$ cat config.mk
export PLATFORM = sky130hd
export DESIGN_NAME = rst_mon
export DESIGN_NICKNAME = d
export VERILOG_FILES = /design/src/rtl/rst_mon.sv
export SDC_FILE = /design/constraint.sdc
export NUM_CORES = 1
export LEC_CHECK = 0
export BUFFER_PORTS_ARGS = -buffer_cell sky130_fd_sc_hd__buf_2
export CAP_MARGIN = 20
export CORE_MARGIN = 2
export CORE_UTILIZATION = 53
export DETAILED_ROUTE_END_ITERATION = 7
export GPL_TIMING_DRIVEN = 0
export PLACE_DENSITY = 0.87
export SYNTH_ARGS = -nofsm -noshare
export SYNTH_HDL_FRONTEND = slang
export SYNTH_SLANG_ARGS = --single-unit
$ cat constraint.sdc
create_clock -name clk_i -period 5.9 [get_ports clk_i]
set_clock_uncertainty 0.15 [all_clocks]
set_input_delay 1.77 -clock clk_i [delete_from_list [all_inputs] [get_ports clk_i]]
set_output_delay 1.77 -clock clk_i [all_outputs]
set_load 0.01 [all_outputs]
$ cat src/rtl/rst_mon.sv
// rst_mon: monitors a synchronous active-high reset line, measures each assertion width,
// flags short/long violations, counts pulses and raises ready_o after release. Optional: RST_MON_ASSERT_EN.

`ifdef RST_MON_ASSERT_EN
module rst_mon_chk #(
  parameter int MIN_RST_CYCLES = 4,
  parameter int MAX_RST_CYCLES = 1024,
  parameter int WW             = 11
) (
  input logic          clk_i,
  input logic          rst_i,
  input logic          mon_rst_i,
  input logic          width_valid_i,
  input logic [WW-1:0] width_i
);
  // Simulation-only sanity checks on the monitored line and completed widths.
  always @(posedge clk_i) begin
    if (!rst_i) begin
      assert (!$isunknown(mon_rst_i))
        else $fatal(1, "rst_mon: mon_rst_i is X/Z");
      if (width_valid_i) begin
        assert (int'(width_i) >= MIN_RST_CYCLES)
          else $error("rst_mon: short reset, width %0d", width_i);
        assert (int'(width_i) <= MAX_RST_CYCLES)
          else $error("rst_mon: long reset, width %0d", width_i);
      end
    end
  end
endmodule
`endif

module rst_mon #(
  parameter int MIN_RST_CYCLES = 4,
  parameter int MAX_RST_CYCLES = 1024,
  parameter int READY_DELAY    = 2,
  localparam int WW            = $clog2(MAX_RST_CYCLES + 2)
) (
  input  logic          clk_i,
  input  logic          rst_i,
  input  logic          mon_rst_i,
  input  logic          clr_err_i,
  output logic          ready_o,
  output logic [WW-1:0] width_o,
  output logic          width_valid_o,
  output logic [7:0]    pulses_o,
  output logic          err_short_o,
  output logic          err_long_o
);

  localparam int SW = $clog2(READY_DELAY + 2);

  localparam logic [WW-1:0] W_ONE = WW'(1);
  localparam logic [WW-1:0] W_MIN = WW'(MIN_RST_CYCLES);
  localparam logic [WW-1:0] W_MAX = WW'(MAX_RST_CYCLES);
  localparam logic [WW-1:0] W_SAT = WW'(MAX_RST_CYCLES + 1);
  localparam logic [SW-1:0] C_ONE = SW'(1);
  localparam logic [SW-1:0] C_DLY = SW'(READY_DELAY);

  typedef enum logic [1:0] {
    ST_IDLE   = 2'd0,
    ST_IN_RST = 2'd1,
    ST_SETTLE = 2'd2,
    ST_READY  = 2'd3
  } state_e;

  state_e          state_q, state_d;
  logic [WW-1:0]   wcnt_q, wcnt_d;
  logic [SW-1:0]   scnt_q, scnt_d;
  logic            ready_q, ready_d;
  logic [WW-1:0]   width_q, width_d;
  logic            wvalid_q, wvalid_d;
  logic [7:0]      pulses_q, pulses_d;
  logic            err_short_q, err_short_d;
  logic            err_long_q, err_long_d;
  logic            set_short, set_long;

  // Next-state, measurement and flag logic.
  always_comb begin
    state_d   = state_q;
    wcnt_d    = wcnt_q;
    scnt_d    = scnt_q;
    width_d   = width_q;
    wvalid_d  = 1'b0;
    pulses_d  = pulses_q;
    set_short = 1'b0;
    set_long  = 1'b0;

    case (state_q)
      ST_IDLE: begin
        if (mon_rst_i) begin
          state_d = ST_IN_RST;
          wcnt_d  = W_ONE;
        end else begin
          state_d = ST_IDLE;
        end
      end
      ST_IN_RST: begin
        if (mon_rst_i) begin
          // Width saturates one past the limit so an overlong pulse stays visible.
          if (wcnt_q != W_SAT) begin
            wcnt_d   = wcnt_q + W_ONE;
            set_long = (wcnt_q == W_MAX);
          end else begin
            wcnt_d = wcnt_q;
          end
        end else begin
          width_d   = wcnt_q;
          wvalid_d  = 1'b1;
          set_short = (wcnt_q < W_MIN);
          if (pulses_q != 8'hFF) begin
            pulses_d = pulses_q + 8'd1;
          end else begin
            pulses_d = pulses_q;
          end
          if (READY_DELAY == 0) begin
            state_d = ST_READY;
          end else begin
            state_d = ST_SETTLE;
            scnt_d  = C_ONE;
          end
        end
      end
      ST_SETTLE: begin
        if (mon_rst_i) begin
          state_d = ST_IN_RST;
          wcnt_d  = W_ONE;
        end else if (scnt_q >= C_DLY) begin
          state_d = ST_READY;
        end else begin
          scnt_d = scnt_q + C_ONE;
        end
      end
      ST_READY: begin
        if (mon_rst_i) begin
          state_d = ST_IN_RST;
          wcnt_d  = W_ONE;
        end else begin
          state_d = ST_READY;
        end
      end
      default: begin
        state_d = ST_IDLE;
      end
    endcase

    // A set event in the same cycle as a clear wins.
    err_short_d = set_short | (err_short_q & ~clr_err_i);
    err_long_d  = set_long  | (err_long_q  & ~clr_err_i);
    ready_d     = (state_d == ST_READY);
  end

  // State and output registers with synchronous reset.
  always_ff @(posedge clk_i) begin
    if (rst_i) begin
      state_q     <= ST_IDLE;
      wcnt_q      <= '0;
      scnt_q      <= '0;
      ready_q     <= 1'b0;
      width_q     <= '0;
      wvalid_q    <= 1'b0;
      pulses_q    <= 8'd0;
      err_short_q <= 1'b0;
      err_long_q  <= 1'b0;
    end else begin
      state_q     <= state_d;
      wcnt_q      <= wcnt_d;
      scnt_q      <= scnt_d;
      ready_q     <= ready_d;
      width_q     <= width_d;
      wvalid_q    <= wvalid_d;
      pulses_q    <= pulses_d;
      err_short_q <= err_short_d;
      err_long_q  <= err_long_d;
    end
  end

  assign ready_o       = ready_q;
  assign width_o       = width_q;
  assign width_valid_o = wvalid_q;
  assign pulses_o      = pulses_q;
  assign err_short_o   = err_short_q;
  assign err_long_o    = err_long_q;

`ifdef RST_MON_ASSERT_EN
  rst_mon_chk #(
    .MIN_RST_CYCLES(MIN_RST_CYCLES),
    .MAX_RST_CYCLES(MAX_RST_CYCLES),
    .WW            (WW)
  ) u_chk (
    .clk_i        (clk_i),
    .rst_i        (rst_i),
    .mon_rst_i    (mon_rst_i),
    .width_valid_i(wvalid_q),
    .width_i      (width_q)
  );
`else
  // Checker not built; flags and behaviour are unchanged.
`endif

endmodule

==> run metrics <==
initial antenna violation count 0; CP required 6050 ps; nets 252; power density over the cells 207.3 nW/µm²; maximum VDD drop 0.0001121 V; Multi-input gate area 955.9 µm²; worst hold endpoint width_o[8]; Clock Latency Late Sink 360 ps; Critical Path Source Type input pin; diodes inserted 0; layout cells sized above 1 0.2099; synthesized cell area 1812 µm²; CTS tree built; pin count of the biggest net entering global routing 12; R2R cell count 6; Die Ht 62.47 µm; final period utilization 0.5311; leakage 0.7901 nW; Remaining DRCs 0; Seq/Total Area, Yosys 0.4199; YS warnings 0; worst flop-to-flop path startpoint wcnt_q[0]; FFs w/ async S/R, synth 0; Worst EP arrival 3290 ps; routed wire length 3843 µm; initial DRC count 131; Synth Net Count 219; CTS Buf Count 5; Vias 1668; Synth cell types 47; worst slew pin tran 571.0 ps; width of the die 62.47 µm; Post-CTS Hold Fix Bufs 0; post-DR vias/cell 5.772; IO buf count 26; RR Endpoint wcnt_q[6]; RePlAce Congestion 0.8372; CTS max path bufs 2; Post-Layout Inst Area 2047 µm²; Core Rows 21; Post-synth EDFFs 0; min cycle time layout 3133 ps; antenna-violating nets left 0; synthesis-to-finish area growth 12.98%; Setup violations, final 0; router iterations before antenna repair 4; leading area contributor after synthesis dfxtp_1; vias in the first global route 1520; Root Driver clkbuf_4; Top Ports 27; final count of hold timing violations 0; final-report max-slew violation count 0; GRT overflow 0; synthesized flop and latch total 38; placed wire-length estimate 2717 µm; routed wire length per instance 13.30 µm; setup_tns 0 ps; Register Area 760.7 µm²; Area after DPL 1999 µm²; Worst Setup SP mon_rst_i; Hold WS 309.6 ps; worst rel slew slack 0.6185; core area 3311 µm²; Top FF cell, synth dfxtp_1; # resized after CTS 0; Die Area 3902 µm²; area share of the largest cell type after synthesis 0.4199; RSZ-0062 raised after global routing false; max-cap viol count 0; worst hold path startpoint width_o[8]; clock transition at the registers of the reported paths 120 ps; wire length of the first global-routing pass 6693 µm; H-Tree Depth 2; CP Max Fanout 10; Initial Util 0.5472; Min-Delay Path Depth 2; status complete, no violations; CP Class input pin to register; Critical Path Sink Type register; syn_area_per_cell 8.627 µm²; final core utilization 0.6183; r2r setup slk 3810 ps; clk sinks 38; gr usage total 0.2195; Setup Fix Bufs, Post-CTS 0; Synth area leaders dfxtp_1 42%, nand2_1 6.8%, a21oi_1 5.2%; Fmax 0.3191 GHz; Post-Synthesis Cells 210; filler instances 306; Min-Delay Path Class register to register
[per-layer routing]
metal	up-vias	GRT usage	wire, µm	part of all wire
li1	829	-	-	-
met1	769	0.2614	1705	0.44
met2	61	0.3481	1802	0.47
met3	9	0.07568	255	0.066
met4	0	0.1167	80	0.021
met5	-	0	0	0
[how the worst max path moves through the flow]
stage / depth (start not counted) / end / slack, ps
global placement: 6 / width_o[9] / 2440
finish: 6 / wcnt_q[6] / 2770
detailed placement: 6 / width_o[5] / 2400
floorplan: 4 / pulses_o[5] / 2700
CTS: 6 / width_o[5] / 2780
global route: 6 / width_o[8] / 2680
[layout by cell type, fill, tap and decap left out, types with 3 or more instances in the layout]
master / netlist / final
o21ai_0: 5 / 5
a41oi_1: 3 / 3
clkbuf_4: 0 / 5
nor2b_1: 3 / 3
a311oi_1: 4 / 4
nand3_1: 5 / 5
nand2b_1: 4 / 4
nor3_1: 5 / 5
a21oi_1: 19 / 19
inv_1: 5 / 5
buf_2: 2 / 28
nand4_1: 7 / 7
nor2_1: 15 / 15
ha_1: 5 / 5
nand2_1: 33 / 33
clkbuf_1: 9 / 9
and3_1: 4 / 4
a31oi_1: 4 / 4
dfxtp_1: 38 / 38
[registers in the layout, indices dropped and copies added (netlist names)]
signal,cells
width_o,11
state_q,2
err_long_o,1
pulses_o,8
scnt_q,2
ready_o,1
wcnt_q,11
width_valid_o,1
err_short_o,1
[area by class of cell]
class | count | share of cell area
inverter | 5 | 0.009169
timing repair buffer | 26 | 0.06357
buffer | 16 | 0.03729
clock buffer | 5 | 0.01834
tap | 46 | 0.02812
sequential | 38 | 0.3716
multi-input combinational | 151 | 0.4670
clock inverter | 2 | 0.004890
[cell usage after synthesis (3+ instances only)]
cell type	number
nor2_1	15
nand2_1	33
dfxtp_1	38
nor2b_1	3
nand3_1	5
o21ai_0	5
nor3_1	5
a41oi_1	3
a31oi_1	4
a311oi_1	4
inv_1	5
nand2b_1	4
ha_1	5
a21oi_1	19
and3_1	4
clkbuf_1	9
nand4_1	7
[where the power goes]
part	internal [mW]	total [mW]	switching [mW]
Combinational	0.0108	0.0300	0.0193
Clock	0.0429	0.131	0.0885
Sequential	0.260	0.263	0.00330
Total	0.313	0.424	0.111
[per-stage QoR]
stage	std cells	power [mW]	worst slack (ps)
global route	289	0.4470	2683
detailed placement	282	0.2987	2402
floorplan	210	0.2894	2699
CTS	289	0.4272	2779
finish	289	0.4243	2767
global placement	282	0.2980	2435
[kinds of logic (layout without fill, tap and decap cells)]
| group | after synthesis | count (layout) | share of synthesized area |
|---|---|---|---|
| AOI/OAI and AO/OA | 45 | 45 | 0.1823 |
| xor gates and xnor gates | 3 | 3 | 0.01451 |
| adders and majority gates | 5 | 5 | 0.03453 |
| buffers and inverters | 21 | 54 | 0.05249 |
| DFF | 38 | 38 | 0.4199 |
| muxes | 4 | 4 | 0.02348 |
| and+or+nand+nor | 94 | 94 | 0.2728 |
[critical path: stages]
cell,delay [ps]
buf_2,90
buf_4,170
nand3b_1,140
a41oi_2,460
or3b_2,500
a21oi_1,150
Power figures use the tool's default switching activity.
